--- config.mk ---
export PLATFORM = sky130hd
export DESIGN_NAME = node_sequencer
export DESIGN_NICKNAME = d
export VERILOG_FILES = /design/src/rtl/node_pkg.sv /design/src/rtl/seq_index_counter.sv /design/src/rtl/node_sequencer.sv
export SDC_FILE = /design/constraint.sdc
export NUM_CORES = 1
export LEC_CHECK = 0
export BUFFER_PORTS_ARGS = -buffer_cell sky130_fd_sc_hd__buf_2
export CORE_ASPECT_RATIO = 1.2
export CORE_MARGIN = 5
export CORE_UTILIZATION = 30
export DETAILED_ROUTE_END_ITERATION = 8
export HOLD_SLACK_MARGIN = 0.02
export SLEW_MARGIN = 20
export SYNTH_ARGS = -nofsm -noshare
export SYNTH_HDL_FRONTEND = slang
export SYNTH_SLANG_ARGS = --single-unit
--- constraint.sdc ---
create_clock -name clk -period 3.4 [get_ports clk]
set_input_delay 0.68 -clock clk [delete_from_list [all_inputs] [get_ports clk]]
set_output_delay 0.68 -clock clk [all_outputs]
set_load 0.03 [all_outputs]
--- src/rtl/node_pkg.sv ---
// +--------------------------------------------------------------------+
// | node_pkg: shared types for the node datapath and its sequencer     |
// | Rev 1.0                                                            |
// +--------------------------------------------------------------------+
`default_nettype none

package node_pkg;

    typedef enum logic [1:0] {
        IDLE  = 2'd0,
        CLEAR = 2'd1,
        ACCUM = 2'd2,
        DONE  = 2'd3
    } node_seq_state_t;

    localparam int DEFAULT_IMAGE_SIZE = 64;

    // 16-bit fixed-point word used by the node datapath
    typedef logic [15:0] double;

endpackage

`default_nettype wire

--- src/rtl/seq_index_counter.sv ---
// +--------------------------------------------------------------------+
// | seq_index_counter: loadable index counter, stops at TERMINAL       |
// | Rev 1.0                                                            |
// +--------------------------------------------------------------------+
`default_nettype none

module seq_index_counter #(
    parameter int CNT_W    = 7,
    parameter int TERMINAL = 63
) (
    input  logic             clk,
    input  logic             n_rst,
    input  logic             clear,
    input  logic             load,
    input  logic [CNT_W-1:0] load_val,
    input  logic             enable,
    output logic [CNT_W-1:0] count,
    output logic             terminal
);

    localparam logic [CNT_W-1:0] TC_VALUE = CNT_W'(TERMINAL);

    assign terminal = (count == TC_VALUE);

    // Holds at the terminal value instead of wrapping
    always_ff @(posedge clk or negedge n_rst) begin
        if (!n_rst) begin
            count <= '0;
        end else if (clear) begin
            count <= '0;
        end else if (load) begin
            count <= load_val;
        end else if (enable && !terminal) begin
            count <= count + 1'b1;
        end
    end

endmodule

`default_nettype wire

--- src/rtl/node_sequencer.sv ---
// +--------------------------------------------------------------------+
// | node_sequencer: drives one node MAC through an IMAGE_SIZE dot      |
// | product. Optional NODE_SEQUENCER_PERF_EN adds cycle_count.   Rev 1.0|
// +--------------------------------------------------------------------+
`default_nettype none

module node_sequencer
    import node_pkg::*;
#(
    parameter int IMAGE_SIZE = DEFAULT_IMAGE_SIZE,
    parameter int CNT_W      = 7
) (
    input  logic             clk,
    input  logic             n_rst,
    input  logic             go,
    input  logic             abort,
    output logic             ready,
    output logic             busy,
    output logic             node_reset_acc,
    output logic             node_start,
    output logic [CNT_W-1:0] cnt_val,
    output logic             result_valid,
    input  logic             result_ack,
`ifdef NODE_SEQUENCER_PERF_EN
    output logic [15:0]      cycle_count,
`endif
    output logic             done_pulse
);

    localparam logic [1:0] ST_IDLE  = IDLE;
    localparam logic [1:0] ST_CLEAR = CLEAR;
    localparam logic [1:0] ST_ACCUM = ACCUM;
    localparam logic [1:0] ST_DONE  = DONE;

    logic [1:0] state;
    logic [1:0] next_state;
    logic       last_index;

    always_comb begin
        next_state = state;
        case (state)
            ST_IDLE:  if (go) next_state = ST_CLEAR;
            ST_CLEAR: next_state = abort ? ST_IDLE : ST_ACCUM;
            ST_ACCUM: begin
                if (abort)           next_state = ST_IDLE;
                else if (last_index) next_state = ST_DONE;
            end
            ST_DONE:  if (abort || result_ack) next_state = ST_IDLE;
            default:  next_state = ST_IDLE;
        endcase
    end

    always_ff @(posedge clk or negedge n_rst) begin
        if (!n_rst) begin
            state      <= ST_IDLE;
            done_pulse <= 1'b0;
        end else begin
            state      <= next_state;
            done_pulse <= (state == ST_ACCUM) && (next_state == ST_DONE);
        end
    end

    // Index returns to zero whenever the pass ends, so IDLE always shows 0
    seq_index_counter #(
        .CNT_W    (CNT_W),
        .TERMINAL (IMAGE_SIZE - 1)
    ) u_index (
        .clk      (clk),
        .n_rst    (n_rst),
        .clear    (next_state == ST_IDLE),
        .load     (1'b0),
        .load_val ({CNT_W{1'b0}}),
        .enable   (state == ST_ACCUM),
        .count    (cnt_val),
        .terminal (last_index)
    );

    assign ready          = (state == ST_IDLE);
    assign busy           = (state == ST_CLEAR) || (state == ST_ACCUM);
    assign node_reset_acc = (state == ST_CLEAR);
    assign node_start     = (state != ST_ACCUM);
    assign result_valid   = (state == ST_DONE);

`ifdef NODE_SEQUENCER_PERF_EN
    always_ff @(posedge clk or negedge n_rst) begin
        if (!n_rst) begin
            cycle_count <= '0;
        end else if (state == ST_IDLE) begin
            if (go) cycle_count <= '0;
        end else if (cycle_count != 16'hFFFF) begin
            cycle_count <= cycle_count + 16'd1;
        end
    end
`endif

endmodule

`default_nettype wire

Word-level counts from Yosys, hierarchy flattened
Index checks and enable logic that the tools add are counted.
{ "word_totals": {"word_cells": 26, "register_bits": 10} }
{ "classes": {"reduce_logical": 8, "n_eq_ne": 6, "muxes": 8, "add_sub_neg": 1} }
{ "ops": {"columns": ["operator", "n"], "rows": [
  ["$mux 7", 2],
  ["$mux 2", 5],
  ["$pmux 2 s4", 1],
  ["$add 7x1->7 const B", 1],
  ["$eq 7x6->1 const B", 1],
  ["$eq 2x2->1 const B", 3],
  ["$logic_not 2->1", 2],
  ["$eq 2x1->1 const B", 1],
  ["$logic_and 1x1->1", 2],
  ["$logic_or 1x1->1", 2],
  ["$ne 2x2->1 const B", 1],
  ["$reduce_bool 2->1", 1],
  ["$logic_not 1->1", 1]
]} }

Longest topological paths before layout
Gate-level depths: netlist of run 1.
{ "depth": {"ltp_word": 6, "mapped_depth": 7, "mapped_depth_nobuf": 6} }

Cells and area by module
A second synthesis of run 1 with hierarchy kept.
{ "unflattened": {"cells_unflattened": 81, "hier_area_um2": 725.7} }
{ "by_module_without_submodules": {"columns": ["mod", "seq_area_each_um2", "area_each_um2", "n_inst", "cells_each"], "rows": [
  ["seq_index_counter", 175.2, 495.5, 1, 57],
  ["node_sequencer", 75.1, 230.2, 1, 24]
]} }

Least setup slack after synthesis of run 1
Ideal clock, no wire load.
{ "synth_timing": {"path_type": "flip-flop to flip-flop", "startpoint": "register u_index.count[0]", "endpoint": "register u_index.count[2]", "stages_incl_launch_ff": 7, "path_slack_ps": 1679, "setup_time_ps": 87, "arrival_time_ps": 1634, "cell_sequence": "dfrtp_1 -> ha_1 -> and3b_1 -> a31oi_1 -> o211a_1 -> buf_6 -> a211oi_2"} }
{ "synth_via": {"elab_chain_cells": 6, "elab_cells_between_ends": 11, "classes_between": "add/sub: 1; eq/ne: 1; mux: 5; reduce/logical: 4"} }
{ "synth_lines": {"columns": ["element", "line", "text"], "rows": [
  ["from (decl)", "seq_index_counter.sv:17", "output logic [CNT_W-1:0] count,"],
  ["from (signal assigned)", "seq_index_counter.sv:32", "count <= load_val;"],
  ["from (signal assigned)", "seq_index_counter.sv:34", "count <= count + 1'b1;"],
  ["$eq 7x6->1", "seq_index_counter.sv:23", "assign terminal = (count == TC_VALUE);"],
  ["$mux 2", "node_sequencer.sv:46", "else if (last_index) next_state = ST_DONE;"],
  ["$mux 2", "node_sequencer.sv:45", "if (abort) next_state = ST_IDLE;"],
  ["$pmux 2 s4", "node_sequencer.sv:41", "case (state)"],
  ["$logic_not 2->1", "node_sequencer.sv:70", ".clear (next_state == ST_IDLE),"],
  ["$mux 7 / $reduce_bool 2->1 (equally long branches)", null, null]
]} }
Several ways; a longest one is shown, not always the timed one. The select of a mux whose other input is x is not followed.
A chain may end at the register's enable or synchronous reset.

Worst setup path after layout of run 1
{ "layout_timing": {"startpoint": "register state[0]", "endpoint": "output port node_start"} }
{ "layout_via": {"elab_chain_cells": 1} }
{ "layout_lines": {"columns": ["element", "line", "text"], "rows": [
  ["from (decl)", "node_sequencer.sv:35", "logic [1:0] state;"],
  ["from (signal assigned)", "node_sequencer.sv:58", "state <= next_state;"],
  ["$ne 2x2->1", "node_sequencer.sv:81", "assign node_start = (state != ST_ACCUM);"],
  ["to (decl)", "node_sequencer.sv:20", "output logic node_start,"]
]} }
Every way passes these cells.

==> results of run 1 <==
[synthesized netlist by cell type]
cell,instances
a31oi_1,1
and3_2,1
nand2b_1,1
nand2_1,2
and3b_1,1
nor2b_1,1
buf_6,1
o211a_1,1
dfrtp_1,10
buf_2,2
o311a_1,1
o21ai_0,4
o21ai_1,1
inv_1,6
nand3b_1,1
nor3_1,1
xor2_1,2
nand4_1,4
o2111a_1,1
and4_2,1
a21oi_1,7
mux2i_1,3
a211oi_2,1
o211ai_1,1
ha_1,5
nor2_1,2
[where the power goes]
group	switching (µW)	internal, µW	total [µW]	leakage, µW
logic	185	73.1	258	0.000230
registers	21.4	136	157	0.000137
clock network	43.7	65.1	109	0.0000210
[sequential cells by signal, indices dropped and copies added, names as in the netlist]
signal,count
done_pulse,1
state,2
u_index.count,7
[per-stage QoR]
step	instances	util, %	area (µm²)
after floorplan	62	-	613
after global placement	96	35.0	702
after detailed placement	96	35.0	702
after CTS	100	36.8	738
after global routing	100	36.8	738
final	100	36.8	738
[cells by family after synthesis]
family | after synthesis | synth area share [%]
compound gates | 18 | 19.2
simple gates | 15 | 14.9
flops | 10 | 40.8
buf+inv | 9 | 7.14
fa+ha+maj | 5 | 10.2
mux | 3 | 4.90
xor+xnor | 2 | 2.86
[cell type report]
type | instances | area share (%)
timing repair buffer | 17 | 11.5
sequential | 10 | 33.9
tap | 20 | 3.39
multi-input combinational | 43 | 43.2
clock buffer | 4 | 4.92
inverter | 6 | 3.05
[cells in the final DEF, fill, tap and decap left out, types with 2 or more instances in the layout]
cell,synthesis,routed
xor2_1,2,2
dfrtp_1,10,10
nand2_1,2,2
buf_2,2,17
a21oi_1,7,7
o21ai_0,4,4
inv_1,6,6
nor2_1,2,2
nand4_1,4,4
mux2i_1,3,3
clkbuf_4,0,3
ha_1,5,5
[worst min-delay path by stage]
stage | end | slack (ps) | from
after global placement | state[1] | 560 | n_rst
after CTS | state[0] | 260 | n_rst
after detailed placement | state[0] | 560 | n_rst
after global routing | state[0] | 270 | n_rst
after floorplan | done_pulse | 380 | n_rst
final | u_index.count[6] | 260 | n_rst
[critical path, stage by stage, from the launching register on]
cell,delay (ps)
dfrtp_1,410
inv_1,110
ha_1,370
inv_1,110
buf_2,190
[per-layer routing]
metal	share of wire [%]	vias to the layer above	routed length, µm
met4	3.7	0	50
met5	0	-	0
met1	42	251	577
met2	49	16	672
met3	4.8	5	66
li1	-	259	-
==> impl_metrics.tcl, run 1 <==
set metrics [dict create \
    status "completed" \
    vias 531 \
    powerDensity_mw_per_mm2 709 \
    crit_type "register to output pin" \
    cts_tree "yes" \
    worstReg2RegEnd "u_index.count[2]" \
    use_met2_pct 17.3 \
    yosysSeqAreaShare_pct 40.8 \
    track_usage_pct 10.1 \
    setup_tns_ps 0 \
    drc 0 \
    synth_top_area_share_pct 40.8 \
    cts.clk_slew.worst_paths_ps 70 \
    rsz0062_at_grt "no" \
    syn_area_per_cell_um2 9.89 \
    area_growth_pct 20.4 \
    r2r-start "state[0]" \
    die-area_mm2 0.00305 \
    cts.path.max_buffers 2 \
    yosysWarnings 0 \
    synth-seq-cells 10 \
    synth_area_leaders "dfrtp_1, ha_1, a21oi_1" \
    critPathLaunchType "register" \
    core_area_mm2 0.00200 \
    peakVddDrop_v 0.000259 \
    use_met1_pct 10.7 \
    cap_viol_max_count 0 \
    htreeDepth 1 \
    rows 18 \
    n_antenna_cell 0 \
    end_kind "output pin" \
    reg2regPathDepth 6 \
    pin_count 18 \
    clock_latency_ps 270 \
    gp_congestion 0.770 \
    wl_um 1370 \
    timing.slew.headroom_pct 76.8 \
    gr-usage-met3_pct 2.02 \
    whs_ps 260 \
    post-dp-hpwl_um 994 \
    setup.worst_path.start "state[0]" \
    regArea_um2 250 \
    drtIter0Drc 4 \
    finalSetupViolations 0 \
    fin_crit_sh_pct 63.2 \
    fin_skew_ps 1.55 \
    cts_root_buf "clkbuf_4" \
    max_freq_mhz 466 \
    cts_buffers 3 \
    clock-sinks 10 \
    place_ws_ps 1570 \
    drv_slew 0 \
    fill_cells 212 \
    gr-total-overflow 0 \
    grt_busiest_layer "met2" \
    arrival_ps 1470 \
    multi_input_area_um2 319 \
    start_util_pct 30.6 \
    grt_max_degree 12 \
    grt_antenna_before_repair 0 \
    ctsResizeCount 0 \
    tightest_slew_ps 348 \
    grt_pass1_wl_um 2250 \
    worstHoldPathType "primary input to asynchronous set/reset pin" \
    synth_area_um2 613 \
    first_pass_iters 3 \
    synthCells 62 \
    grt_pass1_vias 509 \
    fp.dieW_um 51.3 \
    fin_nets 91 \
    cts_hold_buf 0 \
    hold_viol 0 \
    worstPathRequired_ps 2720 \
    drive_gt1_share_pct 30.0 \
    wl_per_cell_um 13.7 \
    yosysTopAreaCell "dfrtp_1" \
    yosysUniqueCellTypes 26 \
    io_buffers 17 \
    die_y_um 59.5 \
    cts_setup_buffers 0 \
    fin_ws_ps 1250 \
    via_per_inst 5.31 \
    leakagePower_uw 0.000389 \
    r2r_slack_ps 1530 \
    synth_fp_nets 72 \
    path_max_fanout 11 \
    period_minus_slack_ps 2150 \
    total_power_uw 524 \
    drtAntennaViolNets 0 \
    setup.worst_path.end "node_start" \
]
No activity file was read; power rests on OpenSTA's default activity.
==> run 2, diff against run 1 <==
- clock period: 3.4 -> 1.8 ns (I/O delays scaled with it)
==> impl_metrics.tcl, run 2 (same netlist as run 1, synthesis figures left out) <==
set metrics [dict create \
    status "completed" \
    grt_pass1_wl_um 2340 \
    multi_input_area_um2 319 \
    cp_cell_sequence "inv_1 -> ha_1 -> buf_4 -> inv_1 -> buf_6" \
    wl_um 1420 \
    post-dp-hpwl_um 1090 \
    internal-power_uw 486 \
    worstHoldPathType "primary input to asynchronous set/reset pin" \
    cts_root_buf "clkbuf_4" \
    worstPathRequired_ps 1440 \
    top_regs "u_index.count (7), state (2), done_pulse (1)" \
    cp_top_family "buffers and inverters" \
    die_y_um 59.5 \
    hold_viol 0 \
    track_usage_pct 9.93 \
    max_freq_mhz 587 \
    core_area_mm2 0.00200 \
    tightest_slew_ps 346 \
    cts_tree "yes" \
    end_kind "output pin" \
    gr-total-overflow 0 \
    first_pass_iters 4 \
    swShare_pct 48.8 \
    cp_num_buf_inv 4 \
    cts_buffers 3 \
    drv_slew 0 \
    final_common_cell "buf_2" \
    regArea_um2 250 \
    htreeDepth 1 \
    clock-sinks 10 \
    area_growth_pct 22.0 \
    rows 18 \
    r2r_slack_ps 110 \
    gp_congestion 0.755 \
    path_max_fanout 9 \
    powerDensity_mw_per_mm2 1270 \
    drtIter0Drc 5 \
    grt_antenna_before_repair 0 \
    layout.cells.most_common_list "buf_2, dfrtp_1, a21oi_1" \
    fill_cells 203 \
    p_clk_share_pct 15.7 \
    cts.path.max_buffers 2 \
    io_buffers 17 \
    timing.slew.headroom_pct 76.9 \
    cap_viol_max_count 0 \
    die-area_mm2 0.00305 \
    crit_path_top_delay_cell "dfrtp_1" \
    wl_per_cell_um 14.0 \
    seqPwrFrac_pct 31.2 \
    peakVddDrop_v 0.000599 \
    arrival_ps 1340 \
    drtAntennaViolNets 0 \
    finalInstanceArea_um2 748 \
    cpPeakStageDelay_ps 380 \
    dpl.cell_count 97 \
    cts_setup_buffers 0 \
    largest_reg_flops 7 \
    critPathLaunchType "register" \
    regMostFlops "u_index.count" \
    finalSetupViolations 0 \
    fin_nets 93 \
    setup_tns_ps 0 \
    crit_top_cell "inv_1" \
    period_minus_slack_ps 1700 \
    stdcell_count 101 \
    vias 556 \
    drc 0 \
    drive_gt1_share_pct 29.6 \
    combinationalPowerShare_pct 53.2 \
    switching_power_uw 464 \
    fin_skew_ps 4.46 \
    fp.dieW_um 51.3 \
    pin_count 18 \
    grt_max_degree 11 \
    rsz0062_at_grt "no" \
    fin_crit_sh_pct 94.7 \
    via_per_inst 5.50 \
    start_util_pct 30.6 \
    leakagePower_uw 0.000394 \
    n_antenna_cell 0 \
    place_area_um2 709 \
    grt_pass1_vias 531 \
    clock_latency_ps 260 \
    crit_type "register to output pin" \
    cts.clk_slew.worst_paths_ps 70 \
]
run 2: cell types whose count changed in the layout (fill, tap and decap cells not counted), sizes merged:
cell	change
buf	+1
clkbuf	-1
dlygate4sd3	+1
run 2: worst register-to-register path, stage by stage (launching register included):
cell and delay [ps]:
dfrtp_1 430, ha_1 300, and3b_1 220, a31oi_1 170, o211a_1 320, a21oi_1 110
run 2: what timing repair did:
item | CTS | global route
gates resized for setup | 0 | 3
hold buffers | 1 | 0
hold endpoints to repair | 10 | 0
endpoints found under the setup margin | 0 | 1
run 2: per-layer routing:
metal | part of all wire (%) | routed length (µm) | global-route usage [%]
met5 | 0 | 0 | 0
met4 | 0 | 0 | 2.25
met3 | 5.6 | 79 | 2.52
met2 | 50 | 705 | 17.3
met1 | 45 | 634 | 12.3
run 2: through the flow:
stage | power [µW] | utilization (%) | setup slack (ps) | hold WS, ps
after CTS | 947 | 37.0 | 40.2 | 497
after global routing | 1020 | 37.3 | 8.77 | 518
after global placement | 793 | 35.4 | 146 | 232
after floorplan | 707 | - | 78.9 | 64.4
final | 950 | 37.3 | 96.2 | 491
after detailed placement | 797 | 35.4 | 114 | 239
run 2: area by class of cell:
type / count / area share (%)
flip-flops and latches: 10 / 33.4
inverters: 6 / 3.01
repair buffers: 19 / 14.5
well taps: 20 / 3.34
clock buffers: 3 / 3.01
multi-input cells: 43 / 42.6
run 2: path summary, 6_finish.rpt:
check,from,end,depth (start not counted)
max,state[0],node_start,5
min,n_rst,u_index.count[2],2
max reg2reg,u_index.count[0],u_index.count[5],5
min reg2reg,u_index.count[6],u_index.count[6],2
max in group asynchronous,n_rst,u_index.count[4],2
min in group clk,u_index.count[6],u_index.count[6],2
run 2: power groups by stage:
stage,clock network (µW),logic (µW),registers [µW]
after global routing,165,551,300
after detailed placement,0,496,301
after global placement,0,494,299
after floorplan,0,394,313
final,149,505,296
after CTS,153,498,297
==> run 3, diff against run 2 <==
- CORE_ASPECT_RATIO: 1.2 -> not set
- CORE_UTILIZATION: 30 -> 40
- PLACE_DENSITY: not set -> 0.67
==> impl_metrics.tcl, run 3 (same netlist as run 1, synthesis figures left out) <==
set metrics [dict create \
    r2r-start "u_index.count[0]" \
    worstHoldPathType "primary input to asynchronous set/reset pin" \
    setup.worst_path.start "state[0]" \
    path_max_fanout 8 \
    fin_ws_ps 83.4 \
    drtAntennaViolNets 0 \
    grt_pass1_vias 507 \
    worstPathRequired_ps 1440 \
    cts_setup_buffers 0 \
    cts_buffers 3 \
    r2r_slack_ps 150 \
    cap_viol_max_count 0 \
    grt_max_degree 11 \
    reg2regPathDepth 5 \
    period_minus_slack_ps 1720 \
    die_y_um 49.2 \
    drtIter0Drc 11 \
    post-route-util_pct 51.4 \
    rsz0062_at_grt "no" \
    max_freq_mhz 583 \
    place_ws_ps 112 \
    fin_crit_sh_pct 95.4 \
    first_pass_iters 4 \
    n_antenna_cell 0 \
    wl_per_cell_um 13.7 \
    cts_root_buf "clkbuf_4" \
    largest_reg_flops 7 \
    arrival_ps 1360 \
    post-dp-hpwl_um 1050 \
    pin_count 18 \
    status "completed" \
    area_growth_pct 23.5 \
    critPathLaunchType "register" \
    grt_antenna_before_repair 0 \
    start_util_pct 41.7 \
    top_regs "u_index.count (7), state (2), done_pulse (1)" \
    powerDensity_mw_per_mm2 1350 \
    drive_gt1_share_pct 35.4 \
    peakVddDrop_v 0.000630 \
    crit_type "register to output pin" \
    finalInstanceArea_um2 757 \
    cts.clk_slew.worst_paths_ps 70 \
    fp.dieW_um 49.2 \
    end_kind "output pin" \
    drc 0 \
    cts_tree "yes" \
    die-area_mm2 0.00242 \
    place_area_um2 704 \
    total_power_uw 1020 \
    timing.slew.headroom_pct 84.0 \
    wl_um 1340 \
    rows 14 \
    regMostFlops "u_index.count" \
    worstReg2RegEnd "u_index.count[4]" \
    gr-total-overflow 0 \
    gp_congestion 0.815 \
    leakagePower_uw 0.000397 \
    fill_cells 147 \
    vias 537 \
    final_common_cell "buf_2" \
    fin_nets 93 \
    io_buffers 17 \
    cts.path.max_buffers 2 \
    core_area_mm2 0.00147 \
    clock_latency_ps 270 \
    via_per_inst 5.48 \
    fin_skew_ps 0.931 \
    hold_viol 0 \
    setup_tns_ps 0 \
    finalSetupViolations 0 \
    drv_slew 0 \
    tightest_slew_ps 238 \
    layout.cells.most_common_list "buf_2, dfrtp_1, a21oi_1" \
    htreeDepth 1 \
    clock-sinks 10 \
    track_usage_pct 11.9 \
    grt_pass1_wl_um 2280 \
]
## run 3: layout make-up
cell class,instances,area (µm²),share of cell area [%]
Clock buffer,4,36.3,4.79
Inverter,6,22.5,2.98
Multi-Input combinational cell,43,323,42.6
Sequential cell,10,250,33.1
Tap cell,16,20.0,2.64
Timing Repair Buffer,19,105,13.9
## run 3: report_power, final
part           switching (µW)  leakage [µW]  internal (µW)
Combinational             361      0.000239            160
Sequential               41.7      0.000137            256
Clock                    81.9     0.0000210            123
Total                     484      0.000397            539
## run 3: repair_timing
action,in CTS,in global routing
hold buffers,1,0
hold endpoints to repair,10,0
endpoints found under the setup margin,1,9
gates resized for setup,1,4
## run 3: worst max path at each step
| stage | to | slack (ps) | cells after the start |
|---|---|---|---|
| 6_report | node_start | 80 | 5 |
| 5_1_grt | u_index.count[4] | 4 | 5 |
| 4_1_cts | node_start | 20 | 5 |
| 3_5_place_dp | u_index.count[4] | 110 | 5 |
| 3_3_place_gp | u_index.count[0] | 130 | 5 |
| 2_1_floorplan | u_index.count[2] | 80 | 6 |
## run 3: metal layers
| layer | GRT usage, % | wire, µm |
|---|---|---|
| met4 | 8.07 | 24 |
| met2 | 18.0 | 606 |
| met1 | 14.5 | 614 |
| met3 | 3.36 | 94 |
| met5 | 0 | 0 |
## run 3: worst max-delay path, cell delays in order, from the launching register on
cell	delay [ps]
dfrtp_1	420
inv_2	100
ha_2	200
buf_4	150
inv_1	60
buf_4	160
## run 3: through the flow
| step | std cells | hold slack, ps |
|---|---|---|
| global route | 98 | 508 |
| global placement | 93 | 230 |
| finish | 98 | 477 |
| CTS | 98 | 475 |
| floorplan | 62 | 64.4 |
| detailed placement | 93 | 230 |
